**src/rtl/bullcow_turn_ctrl_if.sv**
```systemverilog
// Handshake between the Bulls & Cows turn sequencer and the shared scoring datapath.
// The sequencer is the master: it raises cmp_req with a secret/guess pair and waits for cmp_done.
interface bullcow_turn_ctrl_if;
    logic        cmp_req;
    logic [15:0] cmp_secret;
    logic [15:0] cmp_guess;
    logic        cmp_done;
    logic [2:0]  cmp_bulls;
    logic [2:0]  cmp_cows;

    modport master (
        output cmp_req, cmp_secret, cmp_guess,
        input  cmp_done, cmp_bulls, cmp_cows
    );

    modport slave (
        input  cmp_req, cmp_secret, cmp_guess,
        output cmp_done, cmp_bulls, cmp_cows
    );
endinterface

```
**src/rtl/bullcow_turn_ctrl.sv**
```systemverilog
// Bulls & Cows turn sequencer: enter conditioning, secret capture, alternating guesses, scoring handshake.
// Optional enter debounce is compiled in with the BULLCOW_DEBOUNCE_EN macro.
module bullcow_turn_ctrl #(
    parameter int DEBOUNCE_CYCLES = 1_000_000,
    parameter int POINTS_W        = 8
) (
    input  logic                 clock,
    input  logic                 reset,
    input  logic                 enter,
    input  logic [15:0]          SW,
    bullcow_turn_ctrl_if.master  cmp,
    output logic [2:0]           game_state,
    output logic [2:0]           J1_bull_count,
    output logic [2:0]           J1_cow_count,
    output logic [2:0]           J2_bull_count,
    output logic [2:0]           J2_cow_count,
    output logic [POINTS_W-1:0]  J1_points,
    output logic [POINTS_W-1:0]  J2_points,
    output logic                 J1_guess_confirmed,
    output logic                 J2_guess_confirmed,
    output logic                 input_error
);

    typedef enum logic [2:0] {
        SET_J1   = 3'd0,
        SET_J2   = 3'd1,
        GUESS_J1 = 3'd2,
        WAIT_J1  = 3'd3,
        GUESS_J2 = 3'd4,
        WAIT_J2  = 3'd5,
        WIN_J1   = 3'd6,
        WIN_J2   = 3'd7
    } state_t;

    state_t      state;
    logic [15:0] secret_j1;
    logic [15:0] secret_j2;
    logic        pts_pend;

    logic sync1, sync2;
    logic enter_lvl;
    logic enter_prev;
    logic enter_pulse;

    always_ff @(posedge clock or negedge reset) begin
        if (!reset) begin
            sync1 <= 1'b0;
            sync2 <= 1'b0;
        end else begin
            sync1 <= enter;
            sync2 <= sync1;
        end
    end

`ifdef BULLCOW_DEBOUNCE_EN
    localparam int DB_W = (DEBOUNCE_CYCLES > 1) ? $clog2(DEBOUNCE_CYCLES) : 1;
    logic [DB_W-1:0] db_cnt;
    logic            enter_db;

    // A new synchronized level is adopted only after it has been seen for DEBOUNCE_CYCLES cycles.
    always_ff @(posedge clock or negedge reset) begin
        if (!reset) begin
            db_cnt   <= '0;
            enter_db <= 1'b0;
        end else if (sync2 == enter_db) begin
            db_cnt <= '0;
        end else if (db_cnt == DB_W'(DEBOUNCE_CYCLES - 1)) begin
            db_cnt   <= '0;
            enter_db <= sync2;
        end else begin
            db_cnt <= db_cnt + 1'b1;
        end
    end

    assign enter_lvl = enter_db;
`else
    logic unused_db_cfg;
    assign unused_db_cfg = ^DEBOUNCE_CYCLES;
    assign enter_lvl     = sync2;
`endif

    always_ff @(posedge clock or negedge reset) begin
        if (!reset) enter_prev <= 1'b0;
        else        enter_prev <= enter_lvl;
    end

    assign enter_pulse = enter_lvl & ~enter_prev;

    // All four digits must be pairwise distinct.
    logic word_ok;
    always_comb begin
        word_ok = (SW[15:12] != SW[11:8]) && (SW[15:12] != SW[7:4]) && (SW[15:12] != SW[3:0]) &&
                  (SW[11:8]  != SW[7:4])  && (SW[11:8]  != SW[3:0]) && (SW[7:4]   != SW[3:0]);
    end

    assign game_state = state;

    always_ff @(posedge clock or negedge reset) begin
        if (!reset) begin
            state              <= SET_J1;
            secret_j1          <= '0;
            secret_j2          <= '0;
            pts_pend           <= 1'b0;
            cmp.cmp_req        <= 1'b0;
            cmp.cmp_secret     <= '0;
            cmp.cmp_guess      <= '0;
            J1_bull_count      <= '0;
            J1_cow_count       <= '0;
            J2_bull_count      <= '0;
            J2_cow_count       <= '0;
            J1_points          <= '0;
            J2_points          <= '0;
            J1_guess_confirmed <= 1'b0;
            J2_guess_confirmed <= 1'b0;
            input_error        <= 1'b0;
        end else begin
            J1_guess_confirmed <= 1'b0;
            J2_guess_confirmed <= 1'b0;
            input_error        <= 1'b0;
            case (state)
                SET_J1: if (enter_pulse) begin
                    if (word_ok) begin
                        secret_j1 <= SW;
                        state     <= SET_J2;
                    end else input_error <= 1'b1;
                end
                SET_J2: if (enter_pulse) begin
                    if (word_ok) begin
                        secret_j2 <= SW;
                        state     <= GUESS_J1;
                    end else input_error <= 1'b1;
                end
                GUESS_J1: if (enter_pulse) begin
                    if (word_ok) begin
                        cmp.cmp_req        <= 1'b1;
                        cmp.cmp_guess      <= SW;
                        cmp.cmp_secret     <= secret_j2;
                        J1_guess_confirmed <= 1'b1;
                        state              <= WAIT_J1;
                    end else input_error <= 1'b1;
                end
                GUESS_J2: if (enter_pulse) begin
                    if (word_ok) begin
                        cmp.cmp_req        <= 1'b1;
                        cmp.cmp_guess      <= SW;
                        cmp.cmp_secret     <= secret_j1;
                        J2_guess_confirmed <= 1'b1;
                        state              <= WAIT_J2;
                    end else input_error <= 1'b1;
                end
                WAIT_J1: if (cmp.cmp_done) begin
                    cmp.cmp_req    <= 1'b0;
                    cmp.cmp_secret <= '0;
                    cmp.cmp_guess  <= '0;
                    J1_bull_count  <= cmp.cmp_bulls;
                    J1_cow_count   <= cmp.cmp_cows;
                    if (cmp.cmp_bulls == 3'd4) begin
                        state    <= WIN_J1;
                        pts_pend <= 1'b1;
                    end else state <= GUESS_J2;
                end
                WAIT_J2: if (cmp.cmp_done) begin
                    cmp.cmp_req    <= 1'b0;
                    cmp.cmp_secret <= '0;
                    cmp.cmp_guess  <= '0;
                    J2_bull_count  <= cmp.cmp_bulls;
                    J2_cow_count   <= cmp.cmp_cows;
                    if (cmp.cmp_bulls == 3'd4) begin
                        state    <= WIN_J2;
                        pts_pend <= 1'b1;
                    end else state <= GUESS_J1;
                end
                WIN_J1, WIN_J2: begin
                    // Points step once in the first WIN cycle and hold at all-ones.
                    if (pts_pend) begin
                        pts_pend <= 1'b0;
                        if (state == WIN_J1 && J1_points != '1) J1_points <= J1_points + 1'b1;
                        if (state == WIN_J2 && J2_points != '1) J2_points <= J2_points + 1'b1;
                    end
                    if (enter_pulse) begin
                        state         <= SET_J1;
                        J1_bull_count <= '0;
                        J1_cow_count  <= '0;
                        J2_bull_count <= '0;
                        J2_cow_count  <= '0;
                    end
                end
                default: state <= SET_J1;
            endcase
        end
    end

endmodule

```
**src/flat_wrapper.sv**
```systemverilog
// flat-port wrapper written by rule: the top's interface ports become plain ports
module bullcow_turn_ctrl_flat 
#(
    parameter int DEBOUNCE_CYCLES = 1_000_000,
    parameter int POINTS_W        = 8
)
  (clock, reset, enter, SW, game_state, J1_bull_count, J1_cow_count, J2_bull_count, J2_cow_count, J1_points, J2_points, J1_guess_confirmed, J2_guess_confirmed, input_error, cmp_cmp_req, cmp_cmp_secret, cmp_cmp_guess, cmp_cmp_done, cmp_cmp_bulls, cmp_cmp_cows);
  bullcow_turn_ctrl_if cmp_i ();
  input  logic clock;
  input  logic reset;
  input  logic enter;
  input  logic [15:0] SW;
  output logic [2:0] game_state;
  output logic [2:0] J1_bull_count;
  output logic [2:0] J1_cow_count;
  output logic [2:0] J2_bull_count;
  output logic [2:0] J2_cow_count;
  output logic [POINTS_W-1:0] J1_points;
  output logic [POINTS_W-1:0] J2_points;
  output logic J1_guess_confirmed;
  output logic J2_guess_confirmed;
  output logic input_error;
  output wire logic [$bits(cmp_i.cmp_req)-1:0] cmp_cmp_req;
  output wire logic [$bits(cmp_i.cmp_secret)-1:0] cmp_cmp_secret;
  output wire logic [$bits(cmp_i.cmp_guess)-1:0] cmp_cmp_guess;
  input wire logic [$bits(cmp_i.cmp_done)-1:0] cmp_cmp_done;
  input wire logic [$bits(cmp_i.cmp_bulls)-1:0] cmp_cmp_bulls;
  input wire logic [$bits(cmp_i.cmp_cows)-1:0] cmp_cmp_cows;
  assign cmp_cmp_req = cmp_i.cmp_req;
  assign cmp_cmp_secret = cmp_i.cmp_secret;
  assign cmp_cmp_guess = cmp_i.cmp_guess;
  assign cmp_i.cmp_done = cmp_cmp_done;
  assign cmp_i.cmp_bulls = cmp_cmp_bulls;
  assign cmp_i.cmp_cows = cmp_cmp_cows;
  bullcow_turn_ctrl #(.DEBOUNCE_CYCLES(DEBOUNCE_CYCLES), .POINTS_W(POINTS_W)) u_core (.clock(clock), .reset(reset), .enter(enter), .SW(SW), .cmp(cmp_i), .game_state(game_state), .J1_bull_count(J1_bull_count), .J1_cow_count(J1_cow_count), .J2_bull_count(J2_bull_count), .J2_cow_count(J2_cow_count), .J1_points(J1_points), .J2_points(J2_points), .J1_guess_confirmed(J1_guess_confirmed), .J2_guess_confirmed(J2_guess_confirmed), .input_error(input_error));
endmodule
```
**config.mk**
```make
export PLATFORM = sky130hd
export DESIGN_NAME = bullcow_turn_ctrl_flat
export DESIGN_NICKNAME = d
export VERILOG_FILES = /design/src/rtl/bullcow_turn_ctrl_if.sv /design/src/rtl/bullcow_turn_ctrl.sv /design/src/flat_wrapper.sv
export SDC_FILE = /design/constraint.sdc
export NUM_CORES = 1
export LEC_CHECK = 0
export CAP_MARGIN = 20
export CORE_AREA = 8 8 108 110
export CTS_CLUSTER_DIAMETER = 100
export DETAILED_ROUTE_END_ITERATION = 10
export DIE_AREA = 0 0 116 118
export DONT_BUFFER_PORTS = 1
export GPL_ROUTABILITY_DRIVEN = 0
export GPL_TIMING_DRIVEN = 0
export SYNTH_ARGS = -nofsm -noshare
export SYNTH_HDL_FRONTEND = slang
export SYNTH_SLANG_ARGS = --single-unit
```
**constraint.sdc**
```tcl
create_clock -name clock -period 2.35 [get_ports clock]
set_input_delay 0.3525 -clock clock [delete_from_list [all_inputs] [get_ports clock]]
set_output_delay 0.3525 -clock clock [all_outputs]
set_load 0.005 [all_outputs]
```
# Word level (Yosys, flattened, before mapping)
# Cells that the tools add are included.
# Widths: inputs -> output; s select.
# op_classes
n_eq_ne	31
mux	43
addsub	2
n_reduce_logical	27
n_bitwise	2
# op_table
cell	n
$mux 16	7
$pmux 16 s3	1
$mux 3	14
$pmux 16 s2	1
$ne 2x1->1 const B	13
$ne 4x4->1	6
$pmux 3 s2	4
$pmux 3 s7	1
$reduce_and 3->1	7
$add 8x1->8 const B	2
$ne 8x8->1 const B	2
$eq 3x3->1 const B	5
$mux 1	12
$reduce_and 11->1	1
$reduce_bool 2->1	4
$logic_and 1x1->1	7
$eq 3x2->1 const B	2
$reduce_and 6->1	1
$reduce_or 2->1	3
$ne 2x2->1 const B	2
$pmux 1 s2	2
$reduce_and 4->1	1
$reduce_or 4->1	1
$eq 3x1->1 const B	1
5 further kinds	5
# totals
register_bits	103
output_inout_bits	67
input_bits	26
word_cells	124

# Longest topological paths before layout
# Gate-level depths: netlist (run 1).
# depth
word_depth	9
mapped_depth	9
ltp_nobuf	6

# Worst setup path after synthesis (run 1)
# No wires, ideal clock.
# synth_timing
kind	input -> register
startpoint	in SW[12]
endpoint	reg u_core.secret_j1[0]
slack_ps	-3
required_ps	2225
arrival_time_ps	2227
cell_stages	9
setup_time_ps	125
path_buffers	3
cell_sequence	buf_4 xnor2_1 nand4_1 nand4_1 or3b_4 or4_1 buf_6 buf_8 mux2_4
# synth_via
elab_chain_len	7
word_cells_on_any_way	9
cone_classes	eq/ne (3); reduce/logical (6)
# synth_rtl
item	line_no	source
start, declared	flat_wrapper.sv:12	input logic [15:0] SW;
$ne 4x4->1	bullcow_turn_ctrl.sv:92	word_ok = (SW[15:12] != SW[11:8]) && (SW[15:12] != SW[7:4]) && (SW[15:12] != SW[3:0]) &&
$logic_and 1x1->1	bullcow_turn_ctrl.sv:92	
$logic_and 1x1->1 (*) (2 in series)	bullcow_turn_ctrl.sv:92	
$logic_and 1x1->1 (*) (2 in series)	bullcow_turn_ctrl.sv:93	(SW[11:8] != SW[7:4]) && (SW[11:8] != SW[3:0]) && (SW[7:4] != SW[3:0]);
$reduce_and 3->1 (no source line) (*)	-	
end signal, assigned	bullcow_turn_ctrl.sv:101	secret_j1 <= '0;
end signal, assigned	bullcow_turn_ctrl.sv:123	secret_j1 <= SW;
end, declared	bullcow_turn_ctrl.sv:36	logic [15:0] secret_j1;
# Mark *: on every way between the ends. The rest lies on a longest branch, timed or not.
# A chain may end at the register's enable or synchronous reset.

# Worst setup path after layout (run 1)
# layout_timing
startpoint	reg u_core.state[2], in the netlist u_core.game_state[2]
endpoint	reg u_core.cmp.cmp_secret[5]
# layout_via
elab_chain_len	4
word_cells_on_any_way	13
cone_classes	eq/ne (9); mux (1); reduce/logical (3)
# layout_rtl
item	line_no	source
start, declared	bullcow_turn_ctrl.sv:35	state_t state;
start signal, assigned	bullcow_turn_ctrl.sv:100	state <= SET_J1;
start signal, assigned	bullcow_turn_ctrl.sv:124	state <= SET_J2;
start signal, assigned	bullcow_turn_ctrl.sv:130	state <= GUESS_J1;
$eq 3x2->1 / $eq 3x3->1 (equally long branches)	bullcow_turn_ctrl.sv:120	case (state)
$reduce_or 2->1 (no source line)	-	
$ne 2x1->1 (no source line) / $reduce_bool 3->1 (equally long branches)	-	
$reduce_and 6->1 (no source line)	-	
end signal, assigned	bullcow_turn_ctrl.sv:137	cmp.cmp_secret <= secret_j2;
end signal, assigned	bullcow_turn_ctrl.sv:146	cmp.cmp_secret <= secret_j1;
end, declared	bullcow_turn_ctrl_if.sv:12	output cmp_req, cmp_secret, cmp_guess,
# Parallel ways exist; a longest one is shown, timed or not.

==> impl_metrics.json, run 1 <==
{
  "grt_max_degree": 104,
  "cts_hold_buf": 1,
  "synthToLayoutAreaGrowth_pct": 8.19,
  "critPathArrivalTime_ps": 2480,
  "die_area_um2": 13700,
  "relSlewSlack": 0.622,
  "leakage_nw": 2.37,
  "hp-class": "in2async",
  "cts-root-buf": "clkbuf_8",
  "hold_violations": 103,
  "drt-pass1-iter-count": 4,
  "ys.flop_type": "dfrtp_1",
  "fin_crit_ps": 2230,
  "fin_util": 0.504,
  "dr_total_vias": 2764,
  "clock.fmax_mhz": 449,
  "synth_common_cells": "dfrtp_1 (103), a22o_1 (32), mux2_2 (31), xnor2_1 (31), nand2_1 (25)",
  "status": "finished with violations",
  "ant_nets": 0,
  "place_inst": 499,
  "antenna_found_initial": 0,
  "path_delay_family": "buffers and inverters",
  "grt_usage": 0.149,
  "stdcell_count": 515,
  "multi_input_comb_area_um2": 1880,
  "num-fill-cells": 917,
  "path_buf_inv": 3,
  "yosysUniqueCellTypes": 40,
  "nets": 403,
  "drive_gt1_frac": 0.264,
  "core-area_um2": 10000,
  "crit_slowest_cell": "dfrtp_1",
  "pin_count": 93,
  "cts_sinks": 103,
  "yosysMostFrequentCell": "dfrtp_1",
  "die_h_um": 118,
  "netSwitchingFraction": 0.336,
  "seqPwrFrac": 0.498,
  "cts.clk_slew.worst_paths_ps": 90,
  "worst_slew_pin_slew_ps": 564,
  "p_total_mw": 5.86,
  "timing.hold.ws_ps": -329,
  "critPathRequiredTime_ps": 2600,
  "crit_top_cell": "clkbuf_1",
  "async_reset_ff_frac": 1.00,
  "yosysWarningCount": 0,
  "die_w_um": 116,
  "critPathMaxFanout": 10,
  "finalCritPeriodShare": 0.947,
  "grt_overflow": 0,
  "netlist_instances": 363,
  "clk_latency_ps": 360,
  "rows": 37,
  "max_stage_delay_ps": 380,
  "p_sw_mw": 1.97,
  "crit_path_end_kind": "flip-flop",
  "p_clk_frac": 0.164,
  "htree_num_levels": 3,
  "yosysTopAreaCellShare": 0.553,
  "diodes": 0,
  "synth-seq-area-share": 0.553,
  "p_int_mw": 3.89,
  "routed_wl_mm": 9.82,
  "cp_cell_sequence": "clkbuf_1 > nand2b_1 > and2_1 > clkbuf_1 > clkbuf_2 > a22o_1 > mux2_2",
  "avgSynthCellArea_um2": 12.8,
  "grt_pass1_wl_mm": 15.8,
  "fin_area_um2": 5040,
  "vias_per_cell": 5.37,
  "power_density_nw_per_um2": 1160,
  "vdd_drop_max_mv": 0.428,
  "synth_edf_count": 0,
  "cts_tree": "yes",
  "place_area_um2": 4830,
  "cts_setup_buffers": 0,
  "post-route-drc-count": 0,
  "hpwl_mm": 7.00,
  "setup_violations": 0,
  "p_comb_frac": 0.338,
  "rsz0062_at_grt": "no",
  "violations": "negative hold slack",
  "netlist_area_um2": 4660,
  "maxCapViolCount": 0,
  "cts_made_buffers": 9,
  "fin_skew_ps": 6.13,
  "tns_ps": 0,
  "critPathLaunchType": "flip-flop",
  "ys_top_cells_by_area": "dfrtp_1 (55%), mux2_2 (7.5%), mux2_4 (6.4%)",
  "drv_slew": 0,
  "yosysTopAreaCell": "dfrtp_1",
  "routedWlPerCell_um": 19.1,
  "syn_nets": 391,
  "drt_iter0_drc": 116,
  "cts_buffer_depth": 2,
  "first_global_vias": 2907,
  "start_util": 0.466,
  "ys_ff_latch": 103,
  "portBuffers": 0,
  "register_area_um2": 2580,
  "critical_path_class": "reg2reg"
}
cells by family after synthesis:
group           share of synthesized area
mux                                 0.139
xor+xnor                           0.0733
simple gates                       0.0752
fa+ha+maj                         0.00537
compound gates                      0.103
buf+inv                            0.0505
flops                               0.553
per-stage QoR:
stage	setup WS, ps	hold slack [ps]
4_1_cts	74.3	-347
3_3_place_gp	-484	60.5
2_1_floorplan	-2.60	56.9
5_1_grt	29.6	-355
6_report	125	-329
3_5_place_dp	-463	61.4
worst reg2reg max path, cell delays in order, from the launching register on:
cell and delay (ps):
dfrtp_1 380, clkbuf_1 320, nand2b_1 220, and2_1 200
clkbuf_1 200, clkbuf_2 280, a22o_1 250, mux2_2 260
final timing paths:
check | start | endpoint | slack [ps] | cells past startpoint
setup / recovery | u_core.game_state[2]$_DFFE_PN0P_ | u_core.cmp.cmp_secret[5]$_DFFE_PN0P_ | 120 | 7
hold / removal | reset | u_core.J1_cow_count[1]$_DFFE_PN0P_ | -330 | 0
setup reg to reg | u_core.game_state[2]$_DFFE_PN0P_ | u_core.cmp.cmp_secret[5]$_DFFE_PN0P_ | 120 | 7
hold reg to reg | u_core.sync1$_DFF_PN0_ | u_core.enter_lvl$_DFF_PN0_ | 360 | 0
max in group asynchronous | reset | u_core.J1_points[1]$_DFFE_PN0P_ | 2490 | 0
min in group clock | cmp_cmp_bulls[0] | u_core.J1_bull_count[0]$_DFFE_PN0P_ | 140 | 2
metal layers:
metal,GRT usage,vias to the layer above,share of wire
met4,0.0633,0,0.016
met5,0,-,0
li1,-,1302,-
met1,0.200,1384,0.46
met2,0.218,68,0.45
met3,0.0446,10,0.072
flip-flops by register name, summed over array words and instances (netlist names):
name and count:
u_core.enter_prev 1, u_core.cmp.cmp_guess 16, u_core.J2_points 8, u_core.J1_bull_count 3
u_core.enter_lvl 1, u_core.J2_bull_count 3, u_core.J1_points 8, u_core.input_error 1
u_core.cmp.cmp_req 1, u_core.J1_guess_confirmed 1, u_core.pts_pend 1, u_core.secret_j2 16
u_core.cmp.cmp_secret 16, u_core.J1_cow_count 3, u_core.J2_guess_confirmed 1, u_core.J2_cow_count 3
u_core.game_state 3, u_core.secret_j1 16, u_core.sync1 1
layout make-up:
type,count,area share
Clock buffer,10,0.0253
Clock inverter,5,0.00720
Tap cell,136,0.0337
Multi-Input combinational cell,224,0.373
Inverter,2,0.00149
Sequential cell,103,0.511
Timing Repair Buffer,1,0.00199
Buffer,34,0.0462
power by group through the flow:
stage	combinational [mW]	clock [mW]	sequential (mW)
2_1_floorplan	1.62	0	2.80
3_3_place_gp	1.93	0	2.96
3_5_place_dp	1.97	0	2.98
4_1_cts	2.00	1.01	2.94
5_1_grt	2.19	1.08	3.02
6_report	1.98	0.960	2.92
timing repair:
item / in CTS / in global routing
cloned: 0 / 0
endpoints found under the setup margin: 26 / 20
endpoints found under the hold margin: 104 / 103
gates resized for setup: 5 / 8
layout by cell type (no fill, tap or decap), types with 2 or more instances in the layout:
cell type   count
clkbuf_2        4
and3_1          4
and3b_1         2
and2_1          2
nand3_1         5
buf_6           2
dfrtp_1       103
inv_1           2
a311oi_2        2
clkbuf_8        9
nand2b_1        2
o31ai_1         3
mux2_4         20
or4_1           2
clkbuf_1        8
xor2_1          8
o21ai_0        16
nand2_1        25
buf_8           2
ha_1            2
xnor2_1        30
clkinvlp_4      3
a21oi_1         6
a22o_1         32
mux2_2         31
buf_2           2
nand4_1        10
buf_4          15
nor2_1          7
(Power assumes the default switching activity.)
==> run 2, diff against run 1 <==
--- a/config.mk
+++ b/config.mk
@@ -6,10 +6,10 @@
 export NUM_CORES = 1
 export LEC_CHECK = 0
 export CAP_MARGIN = 20
-export CORE_AREA = 8 8 108 110
+export CORE_AREA = 8 8 146 148
 export CTS_CLUSTER_DIAMETER = 100
 export DETAILED_ROUTE_END_ITERATION = 10
-export DIE_AREA = 0 0 116 118
+export DIE_AREA = 0 0 154 156
 export DONT_BUFFER_PORTS = 1
 export GPL_ROUTABILITY_DRIVEN = 0
 export GPL_TIMING_DRIVEN = 0
==> run 2 against run 1 <==
  * The flow still finishes with violations (negative hold slack)
  * Sequential share of layout area down 2.9 points
  * Routed wire length up 22%
  * Clock skew up 2.7 ps
  * Design area up 6.1%
  * Largest power group unchanged
  * Highest routed layer is now met5
==> impl_metrics.json, run 2 (synthesized netlist as in run 1, its figures left out) <==
{
  "rows": 51,
  "core-area_um2": 19100,
  "cts.clk_slew.worst_paths_ps": 70,
  "fin_crit_ps": 2250,
  "cts_made_buffers": 9,
  "cts-root-buf": "clkbuf_16",
  "hold_violations": 103,
  "finalCritPeriodShare": 0.956,
  "nets": 402,
  "routedWlPerCell_um": 19.4,
  "rsz0062_at_grt": "no",
  "critPathLaunchType": "input port",
  "diodes": 0,
  "fin_util": 0.280,
  "r2r_cells": 6,
  "vias_per_cell": 4.65,
  "cts_setup_buffers": 0,
  "hp-class": "in2async",
  "drt-pass1-iter-count": 4,
  "ant_nets": 0,
  "power_density_nw_per_um2": 1240,
  "tns_ps": 0,
  "die_area_um2": 24000,
  "r2r_start": "u_core.enter_lvl$_DFF_PN0_",
  "setup_violations": 0,
  "cts_buffer_depth": 2,
  "grt_usage": 0.102,
  "synthToLayoutAreaGrowth_pct": 14.7,
  "die_w_um": 154,
  "drt_iter0_drc": 162,
  "cts_sinks": 103,
  "layout_commonest_cell": "dfrtp_1",
  "first_global_vias": 3086,
  "grt_max_degree": 104,
  "routed_wl_mm": 12.0,
  "crit_path_end_kind": "flip-flop",
  "relSlewSlack": 0.625,
  "drv_slew": 0,
  "violations": "negative hold slack",
  "dr_total_vias": 2866,
  "post-route-drc-count": 0,
  "timing.hold.ws_ps": -308,
  "hpwl_mm": 8.75,
  "maxCapViolCount": 0,
  "layout_common_cells": "dfrtp_1 (103), a22o_1 (32), mux2_2 (31)",
  "stdcell_count": 617,
  "leakage_nw": 2.46,
  "start_util": 0.244,
  "crit_start": "SW[4]",
  "critPathRequiredTime_ps": 2590,
  "grt_overflow": 0,
  "critical_path_class": "in2reg",
  "critPathMaxFanout": 10,
  "num-fill-cells": 1921,
  "die_h_um": 156,
  "drive_gt1_frac": 0.269,
  "cts_tree": "yes",
  "fin_area_um2": 5350,
  "r2r_slack_ps": 130,
  "status": "finished with violations",
  "place_area_um2": 4960,
  "vdd_drop_max_mv": 0.405,
  "fin_skew_ps": 8.82,
  "htree_num_levels": 3,
  "clock.fmax_mhz": 445,
  "critPathArrivalTime_ps": 2480,
  "place_inst": 601,
  "clk_latency_ps": 350,
  "grt_pass1_wl_mm": 18.6,
  "reg2reg_to": "u_core.secret_j1[12]$_DFFE_PN0P_",
  "pin_count": 93,
  "portBuffers": 0,
  "worst_slew_pin_slew_ps": 563,
  "antenna_found_initial": 1
}
==> run 2: where the power goes <==
group          leakage [nW]  switching (mW)  internal (mW)  total [mW]
combinational         0.982           0.963           1.08        2.04
sequential             1.32           0.523           2.45        2.97
clock                 0.160           0.675          0.964        1.64
total                  2.46            2.16           4.49        6.65
==> run 2: timing repair <==
action / in CTS / in global routing
hold endpoints to repair: 103 / 103
endpoints found under the setup margin: 27 / 34
resized for setup: 4 / 14
==> run 2: worst max path at each step <==
stage                                             to  slack (ps)  depth (start not counted)
5_1_grt        u_core.cmp.cmp_secret[14]$_DFFE_PN0P_           7                          7
3_5_place_dp   u_core.cmp.cmp_secret[12]$_DFFE_PN0P_        -530                          7
2_1_floorplan        u_core.secret_j1[0]$_DFFE_PN0P_          -3                          9
3_3_place_gp    u_core.cmp.cmp_secret[9]$_DFFE_PN0P_        -440                          7
6_report            u_core.secret_j1[12]$_DFFE_PN0P_         100                          9
4_1_cts             u_core.game_state[0]$_DFFE_PN0P_           9                          6
==> run 2: per-layer routing <==
layer,vias up,GRT usage,share of wire
li1,1301,-,-
met1,1459,0.122,0.43
met2,82,0.160,0.46
met3,22,0.0424,0.083
met4,2,0.0415,0.022
met5,-,0,0.0011
==> run 2: area by class of cell <==
class | instances | area (um^2) | share of cell area
multi-input combinational | 224 | 1910 | 0.357
clock buffer | 11 | 243 | 0.0454
sequential | 103 | 2580 | 0.482
buffer | 34 | 234 | 0.0438
inverter | 2 | 7.51 | 0.00140
tap | 238 | 298 | 0.0557
clock inverter | 5 | 78.8 | 0.0147
==> run 2: critical path, stage by stage <==
cell	delay (ps)
buf_4	150
xnor2_1	130
nand4_1	110
nand4_1	190
or3b_4	470
or4_1	450
buf_6	170
buf_8	160
mux2_4	300
==> run 2: metrics by stage <==
| step | worst slack, ps | power (mW) |
|---|---|---|
| finish | 103 | 6.65 |
| global route | 6.86 | 7.08 |
| CTS | 9.15 | 6.70 |
| detailed placement | -530 | 5.02 |
| global placement | -444 | 4.93 |
| floorplan | -2.60 | 4.42 |
